[config.mk]
export PLATFORM = sky130hd
export DESIGN_NAME = rob_cpl_arbiter
export DESIGN_NICKNAME = d
export VERILOG_FILES = /design/src/rtl/rob_cpl_pkg.sv /design/src/rtl/rob_cpl_fifo.sv /design/src/rtl/rob_cpl_arbiter.sv
export SDC_FILE = /design/constraint.sdc
export NUM_CORES = 1
export LEC_CHECK = 0
export ABC_AREA = 0
export CORE_AREA = 4 4 360 362
export DETAILED_ROUTE_END_ITERATION = 6
export DIE_AREA = 0 0 364 366
export PLACE_DENSITY = 0.57
export SETUP_SLACK_MARGIN = 0.2
export SYNTH_ARGS = -nofsm -noshare
export SYNTH_HDL_FRONTEND = slang
export SYNTH_SLANG_ARGS = --single-unit
[constraint.sdc]
create_clock -name clk -period 18.3 [get_ports clk]
set_input_delay 3.66 -clock clk [delete_from_list [all_inputs] [get_ports clk]]
set_output_delay 3.66 -clock clk [all_outputs]
set_load 0.03 [all_outputs]
[src/rtl/rob_cpl_pkg.sv]
// Shared types and the round-robin search helper for the ROB completion arbiter.
package rob_cpl_pkg;

  localparam int unsigned CPL_INUM_W = 32;
  localparam int unsigned RR_MAX_REQ = 32;
  localparam int unsigned RR_IDX_W   = 5;

  typedef struct packed {
    logic [CPL_INUM_W-1:0] instr_num;
    logic                  alt_req;
    logic [31:0]           alt_pc;
  } cpl_entry_t;

  // First set bit of elig at or after start, wrapping at n-1; 0 when elig is empty.
  function automatic int unsigned rr_pick(input logic [RR_MAX_REQ-1:0] elig,
                                          input int unsigned           start,
                                          input int unsigned           n);
    int unsigned idx;
    int unsigned res;
    logic        found;
    res   = 0;
    found = 1'b0;
    for (int unsigned i = 0; i < RR_MAX_REQ; i++) begin
      idx = start + i;
      if (idx >= n) idx = idx - n;
      if (i < n && !found && elig[idx[RR_IDX_W-1:0]]) begin
        found = 1'b1;
        res   = idx;
      end
    end
    return res;
  endfunction

endpackage

[src/rtl/rob_cpl_fifo.sv]
// Per-requester completion FIFO: DEPTH entries, synchronous flush, head read combinationally.
module rob_cpl_fifo
  import rob_cpl_pkg::*;
#(
  parameter int unsigned DEPTH = 4
) (
  input  logic                   clk,
  input  logic                   rst_n,
  input  logic                   flush_i,
  input  logic                   push_i,
  input  logic                   pop_i,
  input  cpl_entry_t             din_i,
  output logic [$clog2(DEPTH):0] count_o,
  output cpl_entry_t             head_c_o
);

  localparam int unsigned PTR_W = $clog2(DEPTH);
  localparam int unsigned CNT_W = PTR_W + 1;

  cpl_entry_t       mem_q [DEPTH];
  logic [PTR_W-1:0] wr_ptr_q, wr_ptr_d;
  logic [PTR_W-1:0] rd_ptr_q, rd_ptr_d;
  logic [CNT_W-1:0] count_q, count_d;

  always_comb begin
    wr_ptr_d = wr_ptr_q;
    rd_ptr_d = rd_ptr_q;
    count_d  = count_q;
    if (flush_i) begin
      wr_ptr_d = '0;
      rd_ptr_d = '0;
      count_d  = '0;
    end else begin
      if (push_i) wr_ptr_d = wr_ptr_q + PTR_W'(1);
      if (pop_i)  rd_ptr_d = rd_ptr_q + PTR_W'(1);
      case ({push_i, pop_i})
        2'b10:   count_d = count_q + CNT_W'(1);
        2'b01:   count_d = count_q - CNT_W'(1);
        default: count_d = count_q;
      endcase
    end
  end

  always_ff @(posedge clk or negedge rst_n) begin
    if (!rst_n) begin
      wr_ptr_q <= '0;
      rd_ptr_q <= '0;
      count_q  <= '0;
    end else begin
      wr_ptr_q <= wr_ptr_d;
      rd_ptr_q <= rd_ptr_d;
      count_q  <= count_d;
    end
  end

  // Storage needs no reset: count gates every read of it.
  always_ff @(posedge clk) begin
    if (push_i && !flush_i) mem_q[wr_ptr_q] <= din_i;
  end

  assign count_o  = count_q;
  assign head_c_o = mem_q[rd_ptr_q];

endmodule

[src/rtl/rob_cpl_arbiter.sv]
// Round-robin arbiter of functional-unit completion reports onto the ROB completion port.
// Define ROB_CPL_MISPRED_PRIO_EN to favour heads carrying an alternate-PC request.
module rob_cpl_arbiter
  import rob_cpl_pkg::*;
#(
  parameter int unsigned NUM_REQ = 4,
  parameter int unsigned DEPTH   = 4,
  parameter int unsigned INUM_W  = CPL_INUM_W
) (
  input  logic                       clk,
  input  logic                       reset,
  input  logic                       flush,
  input  logic                       stall,
  input  logic [NUM_REQ-1:0]         req_valid,
  output logic [NUM_REQ-1:0]         req_ready,
  input  logic [NUM_REQ*INUM_W-1:0]  req_instr_num,
  input  logic [NUM_REQ-1:0]         req_alt_req,
  input  logic [NUM_REQ*32-1:0]      req_alt_pc,
  output logic                       cpl_valid,
  output logic [INUM_W-1:0]          cpl_instr_num,
  output logic                       cpl_alt_req,
  output logic [31:0]                cpl_alt_pc,
  output logic [$clog2(NUM_REQ)-1:0] cpl_src
);

  localparam int unsigned SRC_W = $clog2(NUM_REQ);
  localparam int unsigned CNT_W = $clog2(DEPTH) + 1;

  logic       [NUM_REQ-1:0]            push;
  logic       [NUM_REQ-1:0]            pop;
  logic       [NUM_REQ-1:0][CNT_W-1:0] count;
  cpl_entry_t [NUM_REQ-1:0]            head;

  logic [NUM_REQ-1:0] elig;
  logic [NUM_REQ-1:0] cand;
  logic               grant_c;
  logic [SRC_W-1:0]   gidx;

  logic             cpl_valid_q, cpl_valid_d;
  cpl_entry_t       cpl_q, cpl_d;
  logic [SRC_W-1:0] cpl_src_q, cpl_src_d;
  logic [SRC_W-1:0] rr_ptr_q, rr_ptr_d;

  for (genvar k = 0; k < NUM_REQ; k++) begin : g_req
    cpl_entry_t in_ent;

    // Ready comes from the registered count only, so a popping full FIFO stays not-ready this cycle.
    assign req_ready[k] = (count[k] != CNT_W'(DEPTH));
    assign push[k]      = req_valid[k] & req_ready[k];
    assign in_ent       = '{instr_num: CPL_INUM_W'(req_instr_num[k*INUM_W +: INUM_W]),
                            alt_req:   req_alt_req[k],
                            alt_pc:    req_alt_pc[k*32 +: 32]};

    rob_cpl_fifo #(.DEPTH(DEPTH)) u_fifo (
      .clk      (clk),
      .rst_n    (reset),
      .flush_i  (flush),
      .push_i   (push[k]),
      .pop_i    (pop[k]),
      .din_i    (in_ent),
      .count_o  (count[k]),
      .head_c_o (head[k])
    );
  end

  // Grant selection and next-state of the output registers and rr pointer.
  always_comb begin
    elig        = '0;
    cand        = '0;
    pop         = '0;
    grant_c     = 1'b0;
    gidx        = '0;
    cpl_valid_d = 1'b0;
    cpl_d       = cpl_q;
    cpl_src_d   = cpl_src_q;
    rr_ptr_d    = rr_ptr_q;

    for (int k = 0; k < NUM_REQ; k++) begin
      elig[k] = (count[k] != '0) && !stall && !flush;
    end
    cand = elig;
`ifdef ROB_CPL_MISPRED_PRIO_EN
    begin
      logic [NUM_REQ-1:0] prio;
      for (int k = 0; k < NUM_REQ; k++) begin
        prio[k] = elig[k] & head[k].alt_req;
      end
      if (|prio) cand = prio;
    end
`endif
    grant_c = |cand;
    gidx    = SRC_W'(rr_pick(RR_MAX_REQ'(cand), 32'(rr_ptr_q), NUM_REQ));

    if (grant_c) begin
      pop[gidx]   = 1'b1;
      cpl_valid_d = 1'b1;
      cpl_d       = head[gidx];
      cpl_src_d   = gidx;
      rr_ptr_d    = (gidx == SRC_W'(NUM_REQ - 1)) ? '0 : gidx + SRC_W'(1);
    end
  end

  always_ff @(posedge clk or negedge reset) begin
    if (!reset) begin
      cpl_valid_q <= 1'b0;
      cpl_q       <= '0;
      cpl_src_q   <= '0;
      rr_ptr_q    <= '0;
    end else begin
      cpl_valid_q <= cpl_valid_d;
      cpl_q       <= cpl_d;
      cpl_src_q   <= cpl_src_d;
      rr_ptr_q    <= rr_ptr_d;
    end
  end

  assign cpl_valid     = cpl_valid_q;
  assign cpl_instr_num = INUM_W'(cpl_q.instr_num);
  assign cpl_alt_req   = cpl_q.alt_req;
  assign cpl_alt_pc    = cpl_q.alt_pc;
  assign cpl_src       = cpl_src_q;

endmodule

==> results_dict.tcl, run 1 <==
set metrics [dict create \
    status "finished clean" \
    grt_pass1_wl_um 168000 \
    grtUsageTotal 0.177 \
    crit_required_ns 18.89 \
    rows 131 \
    final_common_cell "edfxtp_1" \
    drtIter0Drc 1745 \
    fin_crit_sh 0.404 \
    viasPerCell 5.15 \
    clock_latency_ns 0.76 \
    ant_nets 0 \
    clock-sinks 1138 \
    hpwl_um 70800 \
    cts_tree "yes" \
    ios 340 \
    route.met2.wl_um 59300 \
    numCtsBuffers 119 \
    synth.distinct_cells 55 \
    fillers 10900 \
    drive_above_1_share 0.226 \
    rsz0062_at_grt "no" \
    path_max_fanout 141 \
    synthCells 1969 \
    wirelength_um 117000 \
    async_flop_share 0.0861 \
    routedWlPerCell_um 28.3 \
    netlist_area_mm2 0.0440 \
    root_buffer "clkbuf_16" \
    ir_drop_v 0.000159 \
    slew_headroom 0.114 \
    postCtsSetupBuffers 0 \
    power.total_mw 7.10 \
    cp-end-kind "flip-flop" \
    route.met3.wl_um 7480 \
    seq_area_mm2 0.0337 \
    cts.clk_slew.worst_paths_ns 0.06 \
    setup_viol 0 \
    layout_common_cells "edfxtp_1 (1040), clkdlybuf4s50_1 (338), mux4_2 (262)" \
    synth-main-ff-cell "edfxtp_1" \
    grt_overflow 0 \
    core_mm2 0.127 \
    hp-class "reg2reg" \
    period_minus_slack_ns 7.40 \
    yosysSeqAreaShare 0.766 \
    area_delta_synth_final_pct 21.1 \
    drv_slew 0 \
    highest_layer "met5" \
    avgSynthCellArea_um2 22.3 \
    syn_nets 2261 \
    worstPathArrival_ns 7.99 \
    routedLengthMet1_um 47700 \
    first_pass_iters 6 \
    clock_skew_ns 0.0399 \
    drv_cap 0 \
    hold_violations 0 \
    die_x_um 364 \
    multi_input_area_mm2 0.00977 \
    synth_edf_count 1040 \
    drc 0 \
    via_count 21300 \
    cts_resized 0 \
    place.port_buffers 339 \
    gp_congestion 0.747 \
    hold_buffers 0 \
    antenna_found_initial 28 \
    design.die.area_mm2 0.133 \
    synth-seq-cells 1138 \
    yosysWarnings 0 \
    fin_nets 2652 \
    die-height_um 366 \
    first_global_vias 23100 \
    cp-start-kind "input port" \
    grt_max_degree 142 \
    h-tree-depth 3 \
    p_per_area_mw_per_mm2 133 \
    worst_pin_slew_ns 1.33 \
    leakage_nw 17.7 \
    max-clock-path-buffers 3 \
    worstSetupPathType "in2reg" \
    start_util 0.347 \
    tns_ns 0 \
    fmax_mhz 135 \
]
[synth_stat cells (2+ instances only)]
cell type / count / share of area
a211o_1: 2 / 0.00040
a21oi_1: 12 / 0.0014
and2_1: 9 / 0.0013
and3_1: 2 / 0.00028
buf_1: 4 / 0.00034
buf_2: 10 / 0.0011
buf_4: 11 / 0.0019
buf_6: 14 / 0.0036
clkbuf_1: 66 / 0.0056
dfrtp_1: 98 / 0.056
edfxtp_1: 1040 / 0.71
fa_1: 4 / 0.0018
ha_1: 20 / 0.0057
inv_1: 12 / 0.0010
mux2_4: 2 / 0.00068
mux2i_1: 139 / 0.032
mux4_2: 262 / 0.13
nand2_1: 90 / 0.0077
nand2b_1: 4 / 0.00057
nand3_1: 6 / 0.00068
nor2_1: 29 / 0.0025
nor2b_1: 3 / 0.00043
nor3_1: 2 / 0.00023
nor3_2: 4 / 0.00091
nor3b_1: 8 / 0.0014
nor4_1: 5 / 0.00071
nor4b_1: 2 / 0.00040
o21a_1: 2 / 0.00034
o221ai_1: 27 / 0.0054
o221ai_2: 39 / 0.013
or2_1: 4 / 0.00057
xnor2_1: 6 / 0.0012
xor2_1: 9 / 0.0018
[path summary, 6_finish.rpt]
check / from / to / slack, ns / cells after the start
max reg2reg: rr_ptr_q[0] / cpl_alt_req / 13.57 / 9
max: flush / g_req[2].u_fifo.count_o[2] / 10.90 / 15
min: cpl_instr_num[12] / cpl_instr_num[12] / 0.50 / 2
min in group asynchronous: reset / g_req[2].u_fifo.count_o[1] / 2.84 / 1
min reg2reg: cpl_instr_num[12] / cpl_instr_num[12] / 0.50 / 2
max in group asynchronous: reset / g_req[0].u_fifo.rd_ptr_q[1] / 13.89 / 2
[power breakdown]
part | leakage [nW] | switching, mW | total, mW | internal [mW]
clock network | 1.92 | 1.01 | 2.38 | 1.37
registers | 10.6 | 0.185 | 3.24 | 3.05
logic | 5.12 | 0.832 | 1.48 | 0.648
[cell type report]
type                    count  area share
flip-flops and latches   1138       0.633
repair buffers            375      0.0690
clock inverters            71      0.0134
clock buffers             155      0.0605
multi-input cells         712       0.183
well taps                1662      0.0390
inverters                  14     0.00113
diodes                     15    0.000705
[per-stage QoR]
step	cell area (um^2)	std cells	worst slack [ns]	util	hold slack [ns]
detailed placement	49300	3901	10.12	0.389	0.477
global route	53200	4128	10.67	0.420	0.526
global placement	49300	3901	10.15	0.389	0.479
CTS	53200	4127	10.87	0.420	0.495
finish	53300	4142	10.90	0.420	0.498
floorplan	44000	1969	8.71	-	0.543
[state kept, by name, indices dropped and copies added (netlist names)]
signal and count:
cpl_alt_req 1, cpl_src 2, rr_ptr_q 2, g_req.u_fifo.rd_ptr_q 8
g_req.u_fifo.wr_ptr_q 8, g_req.u_fifo.count_o 12, g_req.u_fifo.mem_q 1040, cpl_instr_num 32
cpl_valid 1, cpl_alt_pc 32
[cells by family after synthesis]
kind of cell	share of synthesized area
buf+inv	0.0139
xor+xnor	0.00336
mux	0.167
fa+ha+maj	0.00751
simple gates	0.0198
compound gates	0.0231
flops	0.766
[per-layer routing]
metal | GRT usage | vias up
met4 | 0.0482 | 20
li1 | - | 9034
met5 | 0 | -
met1 | 0.227 | 11500
met2 | 0.301 | 612
met3 | 0.0414 | 188
[critical path: stages]
cell and delay (ns):
clkdlybuf4s50_1 0.41, buf_4 0.28, or3b_1 0.46, a211oi_1 0.41
a2111oi_2 0.14, a21boi_4 0.20, buf_12 0.76, inv_1 0.18
ha_1 0.28, nand2_1 0.10, a21oi_1 0.09, fa_1 0.40
mux2i_1 0.23, xor2_1 0.20, nor2_1 0.06
Note: power is estimated with default switching activity, not from simulation.
==> inputs of run 2 (changes only) <==
--- a/config.mk
+++ b/config.mk
@@ -9,7 +9,7 @@
 export CORE_AREA = 4 4 360 362
 export DETAILED_ROUTE_END_ITERATION = 6
 export DIE_AREA = 0 0 364 366
-export PLACE_DENSITY = 0.57
+export PLACE_DENSITY = 0.59
 export SETUP_SLACK_MARGIN = 0.2
 export SYNTH_ARGS = -nofsm -noshare
 export SYNTH_HDL_FRONTEND = slang
==> constraint.sdc (replaced) <==
create_clock -name clk -period 5.9 [get_ports clk]
set_input_delay 1.18 -clock clk [delete_from_list [all_inputs] [get_ports clk]]
set_output_delay 1.18 -clock clk [all_outputs]
set_load 0.03 [all_outputs]
==> results_dict.tcl, run 2 (synthesis results as in run 1) <==
set metrics [dict create \
    clock_skew_ns 0.0325 \
    wirelength_um 118000 \
    final_common_cell "edfxtp_1" \
    core_mm2 0.127 \
    grtUsageTotal 0.177 \
    worst_pin_slew_ns 1.18 \
    cp-start-kind "input port" \
    numCtsBuffers 117 \
    grt_overflow 0 \
    drtIter0Drc 1709 \
    setup_viol 0 \
    hold_violations 0 \
    design.die.area_mm2 0.133 \
    period_minus_slack_ns 4.31 \
    hpwl_um 72600 \
    fin_ws_ns 1.59 \
    cp-end-kind "flip-flop" \
    grt_max_degree 74 \
    switchingPower_mw 6.25 \
    first_pass_iters 5 \
    grt_pass1_wl_um 169000 \
    ios 340 \
    area_delta_synth_final_pct 21.2 \
    routedWlPerCell_um 28.3 \
    pwr-share-clk 0.333 \
    crit_family "buffers and inverters" \
    ir_drop_v 0.000497 \
    gp_congestion 0.739 \
    largest_reg_flops 1040 \
    status "finished clean" \
    cts_resized 0 \
    fin_nets 2660 \
    clock-sinks 1138 \
    pwr-share-comb 0.214 \
    slew_headroom 0.211 \
    drv_cap 0 \
    hold_buffers 0 \
    viasPerCell 5.15 \
    p_per_area_mw_per_mm2 412 \
    die-height_um 366 \
    leakage_nw 17.7 \
    postCtsSetupBuffers 0 \
    via_count 21400 \
    max-clock-path-buffers 3 \
    fin_crit_sh 0.731 \
    h-tree-depth 3 \
    cts_tree "yes" \
    dp_worst_setup_slack_ns 0.843 \
    rsz0062_at_grt "no" \
    top_register "g_req.u_fifo.mem_q" \
    worstSetupPathType "in2reg" \
    rows 131 \
    slowest_stage "buf_4" \
    critPathMaxStageDelay_ns 0.75 \
    power.total_mw 22.0 \
    place.port_buffers 339 \
    cp.buffers_inverters 3 \
    root_buffer "clkbuf_16" \
    drv_slew 0 \
    whs_ns 0.490 \
    drc 0 \
    hp-class "reg2reg" \
    tns_ns 0 \
    crit_required_ns 6.50 \
    die_x_um 364 \
    crit_path_cell_trace "clkdlybuf4s50_1 -> or2_1 -> nor4_1 -> nor2_1 -> a211o_1 -> inv_8 -> buf_4 -> nand3_4 -> xnor2_2 -> mux2_4" \
    drive_above_1_share 0.229 \
    fmax_mhz 232 \
    clock_latency_ns 0.73 \
    layout_common_cells "edfxtp_1 (1040), clkdlybuf4s50_1 (338), mux4_2 (262)" \
    switching_share 0.284 \
    cts.clk_slew.worst_paths_ns 0.06 \
    intPower_mw 15.7 \
    power_frac_seq 0.453 \
    antenna_found_initial 28 \
    ant_nets 0 \
    first_global_vias 23400 \
    path_max_fanout 38 \
    worstPathArrival_ns 4.92 \
    start_util 0.347 \
]
[run 2: final cells by class]
class	instances	area [um^2]
flip-flops and latches	1138	33700
fillers	11000	73400
inverters	14	60.1
multi-input cells	712	9770
clock buffers	153	3220
well taps	1662	2080
repair buffers	385	3790
diodes	21	52.6
clock inverters	69	636
[run 2: metrics by stage]
step	cell area, um^2	utilization	std cells
2_1_floorplan	44000	-	1969
6_report	53300	0.421	4154
3_5_place_dp	49400	0.390	3911
3_3_place_gp	49400	0.390	3911
5_1_grt	53300	0.421	4138
4_1_cts	53300	0.420	4133
[run 2: tightest hold or removal path, delay by kind of cell, from the launching register on]
family | cells | cell delay, ns
AO/OA/AOI/OAI | 1 | 0.05
flip-flops | 1 | 0.34
AND/OR/NAND/NOR | 1 | 0.06
[run 2: per-layer routing]
metal | up-vias | GRT usage | share of wire
met4 | 20 | 0.0494 | 0.020
met2 | 585 | 0.303 | 0.51
met1 | 11600 | 0.225 | 0.41
met3 | 170 | 0.0408 | 0.065
li1 | 9066 | - | -
met5 | - | 0 | 0.0012
[run 2: path summary, 6_finish.rpt]
kind,startpoint,to,slack [ns],cells after the start
max,flush,g_req[0].u_fifo.count_o[0],1.59,10
min,cpl_alt_pc[10],cpl_alt_pc[10],0.49,2
max reg2reg,rr_ptr_q[0],g_req[2].u_fifo.count_o[2],1.73,13
min reg2reg,cpl_alt_pc[10],cpl_alt_pc[10],0.49,2
max in group asynchronous,reset,cpl_alt_pc[12],4.18,2
min in group asynchronous,reset,g_req[2].u_fifo.wr_ptr_q[1],0.53,1
[run 2: power groups by stage]
stage | Combinational (mW) | Clock [mW] | Sequential (mW)
2_1_floorplan | 2.74 | 0 | 10.3
3_3_place_gp | 4.70 | 0 | 10.1
3_5_place_dp | 4.80 | 0 | 10.1
4_1_cts | 4.81 | 7.51 | 9.98
5_1_grt | 5.04 | 7.86 | 10.0
6_report | 4.71 | 7.32 | 9.96
